$ cat config.mk
export PLATFORM = sky130hd
export DESIGN_NAME = pipeline_hazard_ctrl
export DESIGN_NICKNAME = d
export VERILOG_FILES = /design/src/rtl/pipeline_hazard_ctrl.sv
export SDC_FILE = /design/constraint.sdc
export NUM_CORES = 1
export LEC_CHECK = 0
export BUFFER_PORTS_ARGS = -buffer_cell sky130_fd_sc_hd__buf_2
export CAP_MARGIN = 20
export CORE_MARGIN = 1
export CORE_UTILIZATION = 50
export CTS_BUF_LIST = sky130_fd_sc_hd__clkbuf_16
export CTS_CLUSTER_SIZE = 8
export DETAILED_ROUTE_END_ITERATION = 8
export GPL_ROUTABILITY_DRIVEN = 1
export PLACE_DENSITY = 0.74
export SLEW_MARGIN = 20
export SYNTH_ARGS = -nofsm -noshare
export SYNTH_HDL_FRONTEND = slang
export SYNTH_SLANG_ARGS = --single-unit
$ cat constraint.sdc
create_clock -name clk -period 2.55 [get_ports clk]
set_input_delay 0.1275 -clock clk [delete_from_list [all_inputs] [get_ports clk]]
set_output_delay 0.1275 -clock clk [all_outputs]
set_load 0.02 [all_outputs]
$ cat src/rtl/pipeline_hazard_ctrl.sv
// -----------------------------------------------------------------------------
// pipeline_hazard_ctrl
//
// Sequencing controller for a 5-stage in-order core (IF, ID, EX, MEM, WB).
//   * A shift-register scoreboard records the destination register of every
//     in-flight instruction in EX, MEM and WB.
//   * A read-after-write hazard on the instruction in IF/ID holds the PC and
//     IF/ID (stall_if_o) and loads a bubble into ID/EX (bubble_ex_o).
//   * A taken branch resolved in EX/MEM raises flush_o for FLUSH_CYCLES
//     cycles, killing the younger IF/ID and ID/EX contents.
//   * Saturating stall and flush event counters feed the debug path.
//
// Optional feature macro: RF_WB_BYPASS_EN
//   Defined   : the register file is write-before-read, so the WB entry is
//               left out of the hazard compare (max stall SB_DEPTH-1 cycles).
//   Undefined : every scoreboard entry is compared (max stall SB_DEPTH cycles).
//
// Reset is synchronous and active-high; while rst is high all three control
// outputs are held low.
// -----------------------------------------------------------------------------
module pipeline_hazard_ctrl #(
    parameter int unsigned REG_ADDR_WIDTH = 5,
    parameter int unsigned SB_DEPTH       = 3,   // EX, MEM, WB
    parameter int unsigned FLUSH_CYCLES   = 2,   // 1..7
    parameter int unsigned CNT_WIDTH      = 16
) (
    input  logic                      clk,
    input  logic                      rst,

    // Instruction currently in IF/ID
    input  logic                      id_valid_i,
    input  logic [REG_ADDR_WIDTH-1:0] id_rs1_i,
    input  logic [REG_ADDR_WIDTH-1:0] id_rs2_i,
    input  logic                      id_uses_rs1_i,
    input  logic                      id_uses_rs2_i,
    input  logic [REG_ADDR_WIDTH-1:0] id_rd_i,
    input  logic                      id_reg_w_i,

    // Branch resolution from EX/MEM
    input  logic                      br_taken_i,

    // Pipeline control
    output logic                      stall_if_o,
    output logic                      bubble_ex_o,
    output logic                      flush_o,

    // Debug event counters
    output logic [CNT_WIDTH-1:0]      stall_count_o,
    output logic [CNT_WIDTH-1:0]      flush_count_o
);

    // -------------------------------------------------------------------------
    // Local parameters
    // -------------------------------------------------------------------------
    // Three bits cover the full 1..7 flush length range.
    localparam int unsigned FC_W = 3;

`ifdef RF_WB_BYPASS_EN
    // WB writes the register file before ID reads it, so WB never hazards.
    localparam int unsigned CMP_DEPTH = SB_DEPTH - 1;
`else
    localparam int unsigned CMP_DEPTH = SB_DEPTH;
`endif

    localparam logic [FC_W-1:0]      FLUSH_LOAD = FC_W'(FLUSH_CYCLES - 1);
    localparam logic [FC_W-1:0]      FC_ONE     = FC_W'(1);
    localparam logic [CNT_WIDTH-1:0] CNT_ONE    = CNT_WIDTH'(1);
    localparam logic [CNT_WIDTH-1:0] CNT_MAX    = '1;

    // -------------------------------------------------------------------------
    // Types and state
    // -------------------------------------------------------------------------
    typedef enum logic {
        ST_RUN   = 1'b0,
        ST_FLUSH = 1'b1
    } state_e;

    state_e                                   state_q, state_d;
    logic [FC_W-1:0]                          flush_cnt_q, flush_cnt_d;

    // Scoreboard: index 0 is EX, index SB_DEPTH-1 is WB.
    logic [SB_DEPTH-1:0]                      sb_valid_q, sb_valid_d;
    logic [SB_DEPTH-1:0][REG_ADDR_WIDTH-1:0]  sb_rd_q, sb_rd_d;

    logic [CNT_WIDTH-1:0]                     stall_cnt_q, stall_cnt_d;
    logic [CNT_WIDTH-1:0]                     flush_evt_q, flush_evt_d;

    // -------------------------------------------------------------------------
    // Combinational control signals
    // -------------------------------------------------------------------------
    logic                                     rs1_live;
    logic                                     rs2_live;
    logic [SB_DEPTH-1:0]                      entry_match;
    logic                                     hazard;
    logic                                     flush;
    logic                                     flush_event;
    logic                                     stall;
    logic                                     issue;

    // A source only matters when it is actually read and is not x0.
    assign rs1_live = id_uses_rs1_i && (id_rs1_i != '0);
    assign rs2_live = id_uses_rs2_i && (id_rs2_i != '0);

    // Per-entry RAW compare; entries beyond CMP_DEPTH never match.
    for (genvar k = 0; k < SB_DEPTH; k++) begin : g_cmp
        if (k < CMP_DEPTH) begin : g_live
            assign entry_match[k] = sb_valid_q[k] &&
                                    ((rs1_live && (sb_rd_q[k] == id_rs1_i)) ||
                                     (rs2_live && (sb_rd_q[k] == id_rs2_i)));
        end else begin : g_bypassed
            assign entry_match[k] = 1'b0;
        end
    end

    assign hazard = id_valid_i && (|entry_match);

    // Flush outranks the hazard: the stalled instruction is being killed anyway.
    assign stall = hazard && !flush && !rst;

    // Only real, register-writing, non-x0 instructions that actually leave ID
    // occupy a scoreboard slot.
    assign issue = id_valid_i && id_reg_w_i && (id_rd_i != '0) && !stall && !flush;

    assign stall_if_o  = stall;
    assign bubble_ex_o = stall;
    assign flush_o     = flush;

    // -------------------------------------------------------------------------
    // Flush FSM: next state, flush length counter and flush output
    // -------------------------------------------------------------------------
    // NOTE: every signal driven here gets a default first, so no path through
    // the case statement leaves one unassigned and no latch is inferred.
    always_comb begin
        state_d     = state_q;
        flush_cnt_d = flush_cnt_q;
        flush       = 1'b0;
        flush_event = 1'b0;

        case (state_q)
            ST_RUN: begin
                if (br_taken_i) begin
                    flush       = 1'b1;
                    flush_event = 1'b1;
                    // A one-cycle flush is fully covered by this RUN cycle.
                    if (FLUSH_CYCLES > 1) begin
                        flush_cnt_d = FLUSH_LOAD;
                        state_d     = ST_FLUSH;
                    end
                end
            end
            ST_FLUSH: begin
                // br_taken_i is ignored here: that branch is already killed.
                flush       = 1'b1;
                flush_cnt_d = flush_cnt_q - FC_ONE;
                if (flush_cnt_q <= FC_ONE) begin
                    state_d = ST_RUN;
                end
            end
            default: begin
                state_d = ST_RUN;
            end
        endcase

        if (rst) begin
            flush       = 1'b0;
            flush_event = 1'b0;
        end
    end

    // -------------------------------------------------------------------------
    // Scoreboard shift: new entry enters EX, the WB entry drops out
    // -------------------------------------------------------------------------
    always_comb begin
        sb_valid_d = {sb_valid_q[SB_DEPTH-2:0], issue};
        sb_rd_d    = {sb_rd_q[SB_DEPTH-2:0], (issue ? id_rd_i : '0)};
    end

    // -------------------------------------------------------------------------
    // Saturating event counters
    // -------------------------------------------------------------------------
    always_comb begin
        stall_cnt_d = stall_cnt_q;
        flush_evt_d = flush_evt_q;
        if (stall && (stall_cnt_q != CNT_MAX)) begin
            stall_cnt_d = stall_cnt_q + CNT_ONE;
        end
        if (flush_event && (flush_evt_q != CNT_MAX)) begin
            flush_evt_d = flush_evt_q + CNT_ONE;
        end
    end

    assign stall_count_o = stall_cnt_q;
    assign flush_count_o = flush_evt_q;

    // -------------------------------------------------------------------------
    // State registers with synchronous reset
    // -------------------------------------------------------------------------
    // NOTE: sequential state is updated only with non-blocking assignments so
    // every register samples the pre-edge value of every other register.
    always_ff @(posedge clk) begin
        if (rst) begin
            state_q     <= ST_RUN;
            flush_cnt_q <= '0;
            // NOTE: the scoreboard is reset as a whole; it is control state,
            // and a stale valid bit after reset would raise a false stall.
            sb_valid_q  <= '0;
            sb_rd_q     <= '0;
            stall_cnt_q <= '0;
            flush_evt_q <= '0;
        end else begin
            state_q     <= state_d;
            flush_cnt_q <= flush_cnt_d;
            sb_valid_q  <= sb_valid_d;
            sb_rd_q     <= sb_rd_d;
            stall_cnt_q <= stall_cnt_d;
            flush_evt_q <= flush_evt_d;
        end
    end

endmodule
==> results.yml <==
outcome:
  outcome: "finished, final reports clean"
clocking:
  cts-htree-levels: 2
  cts_tree: "yes"
  clock_pin_slew_of_the_registers_on_the_worst_case_setup_and_hold_paths_ps: 60
  postCtsSetupBuffers: 0
  clk_path_buf_depth: 2
  cell_at_the_root_of_the_clock_tree: "sky130_fd_sc_hd__clkbuf_16"
  cts.repair.resized: 0
  insertion_delay_ps: 290
  cts_inserted_buffers: 5
  cts_sinks: 54
  cts_hold_repair.buffers: 0
floorplanning:
  start_util_pct: 52.37
  placeableCoreArea_mm2: 0.005172
  rows: 26
  die_footprint_mm2: 0.005716
  die-height_um: 75.61
  design.portCount: 57
  floorplan.die.width_um: 75.61
setup_path:
  critPathLaunchType: "register"
  cp.buffers_inverters: 0
  worst_path_dominant_cell_family: "simple AND/OR/NAND/NOR gates"
  timing.critical_path.fanout_max: 13
  worstSetupEndpointType: "register"
  cp_max_stage_delay_ps: 380
  critical_path_class: "reg2reg"
  worstPathArrival_ps: 2310
  critPathSlowestCell: "sky130_fd_sc_hd__o311ai_2"
  critical_path.cell_chain: "xor2_1, nor4_1, and3_1, o311ai_2, nand2_2, nand4_1, mux2_2"
  worst-endpoint-required_ps: 2730
drt:
  drtAntennaViolNets: 0
  wire_per_inst_um: 13.15
  num_vias: 2213
  drc: 0
  detail_route.vias_per_cell: 5.269
  finalWirelength_mm: 5.521
  initialDrtViolationCount: 118
  drt-pass1-iter-count: 4
sta:
  fin_crit_sh_pct: 83.69
  setup_viol: 0
  hold_violations: 0
  totalNegativeSetupSlack_ps: 0
  maxSlewViolCount: 0
  timing_worst_slew_pin_value_ps: 572.0
  min_period_ps: 2134
  timing.fmax_mhz: 468.6
  slew_headroom_pct: 61.86
  clock-skew-final_ps: 5.273
  rsz_0062_raised_after_global_routing: "no"
finish:
  antenna_cells_inserted: 0
  area_growth_pct: 17.69
  drive_above_1_share_pct: 24.29
  instances_no_fill: 420
  final_nets: 375
yosys:
  ys_top_cells_by_area: "sky130_fd_sc_hd__dfxtp_1 40%, sky130_fd_sc_hd__xor2_1 11%, sky130_fd_sc_hd__nor2_1 4.7%"
  yosys.cell_types.count: 53
  ys_dominant_reg_cell: "sky130_fd_sc_hd__dfxtp_1"
  postSynthCellCount: 292
  mappedNetlistArea_mm2: 0.002709
  synth-async-reset-ratio_pct: 0
  synth_commonest_cells: "54 x sky130_fd_sc_hd__dfxtp_1, 34 x sky130_fd_sc_hd__nor2_1, 34 x sky130_fd_sc_hd__xor2_1"
  yosys.cell_count.top_type: "sky130_fd_sc_hd__dfxtp_1"
  synth_seq_cells: 54
  synth_top_cell_area_share_pct: 39.91
  synth_sequential_area_ratio_pct: 39.91
  synth_enable_flop_cells: 0
  netlist.top_cell.by_area: "sky130_fd_sc_hd__dfxtp_1"
  synth_warnings: 0
  synth_fp_nets: 318
  synth.avg_cell_area_um2: 9.277
placement:
  portbufs: 56
  placed_cells: 412
  final_hpwl_dp_mm: 4.031
  place.gp.congestion: 0.8225
global_route:
  overall_routing_resource_usage_pct: 21.26
  wire_length_of_the_first_global_routing_pass_mm: 9.142
  antenna_found_initial: 0
  vias_in_the_first_global_route: 1977
  pin_count_of_the_biggest_net_entering_global_routing: 57
  grt_overflow: 0
pwr:
  cellLeakagePower_nw: 1.396
  power.ir.vdd_worst_mv: 0.3130
  p_per_area_mw_per_mm2: 515.2
job:
  cap_violations: 0
min_path:
  holdCritPathClass: "in2reg"
-- layer usage --
metal  up-vias  global-route usage (%)  share of wire [%]
met5         -                       0                  0
li1       1132                       -                  -
met1      1038                   28.15                 47
met3         8                   3.704                3.2
met2        35                   34.13                 48
met4         0                   9.259                1.7
-- cell families (layout without fill, tap and decap cells) --
family,Yosys count,after routing,share of synthesized area (%)
buffers and inverters,12,70,2.078
AND/OR/NAND/NOR,136,136,28.78
AO/OA/AOI/OAI,33,33,9.424
XOR/XNOR,45,45,14.55
flip-flops,54,54,39.91
adder cells (fa/ha/maj),4,4,1.848
multiplexers,8,8,3.418
-- per-stage QoR --
step / hold slack [ps] / power [mW] / worst slack (ps) / area [um2] / utilization, %
2_1_floorplan: 249.2 / 0.9661 / 428.7 / 2709 / -
6_report: 49.11 / 1.642 / 416.0 / 3188 / 61.64
3_3_place_gp: 343.5 / 1.013 / 481.4 / 3050 / 58.97
4_1_cts: 46.01 / 1.661 / 417.8 / 3188 / 61.64
3_5_place_dp: 347.8 / 1.017 / 426.6 / 3050 / 58.97
5_1_grt: 60.39 / 1.715 / 219.9 / 3188 / 61.64
-- cells in the final DEF (no fill, tap or decap), types with 10 or more instances in the layout --
cell type	n
sky130_fd_sc_hd__buf_2	56
sky130_fd_sc_hd__dfxtp_1	54
sky130_fd_sc_hd__nor2_1	34
sky130_fd_sc_hd__xor2_1	34
sky130_fd_sc_hd__nor2b_1	20
sky130_fd_sc_hd__nand2_1	14
sky130_fd_sc_hd__and3_1	12
sky130_fd_sc_hd__xnor2_1	11
sky130_fd_sc_hd__a21oi_1	11
sky130_fd_sc_hd__nand3_1	10
-- worst register-to-register path: stages (launching register included) --
cell and delay, ps:
sky130_fd_sc_hd__dfxtp_1 370, sky130_fd_sc_hd__xor2_1 190, sky130_fd_sc_hd__nor4_1 80, sky130_fd_sc_hd__and3_1 210, sky130_fd_sc_hd__o311ai_2 380, sky130_fd_sc_hd__nand2_2 270, sky130_fd_sc_hd__nand4_1 180, sky130_fd_sc_hd__mux2_2 340
-- where the power goes --
part           switching [mW]  internal, mW
combinational          0.0752        0.0545
sequential             0.0132         0.856
clock                   0.288         0.355
total                   0.377          1.27
-- final timing paths --
path / depth (start not counted) / endpoint / slack (ps) / start
min reg2reg: 1 / sb_valid_q[1] / 470 / sb_valid_q[0]
max: 7 / stall_count_o[9] / 420 / sb_rd_d[7]
max reg2reg: 7 / stall_count_o[9] / 420 / sb_rd_d[7]
min: 2 / sb_rd_d[7] / 50 / id_rd_i[2]
-- flip-flops by register name, indices dropped and copies added (netlist names) --
| register | flops |
|---|---|
| sb_rd_d | 10 |
| flush_count_o | 16 |
| stall_count_o | 16 |
| sb_rd_q | 5 |
| flush_cnt_q | 3 |
| sb_valid_q | 3 |
| state_q | 1 |
-- cell type report --
cell class | instances | area, um2
inverter | 4 | 15.01
multi-input combinational | 226 | 1572
clock inverter | 3 | 12.51
timing repair buffer | 58 | 295.3
tap | 70 | 87.58
clock buffer | 5 | 125.1
fill | 474 | 1984
sequential | 54 | 1081
Power figures use the tool's default switching activity.
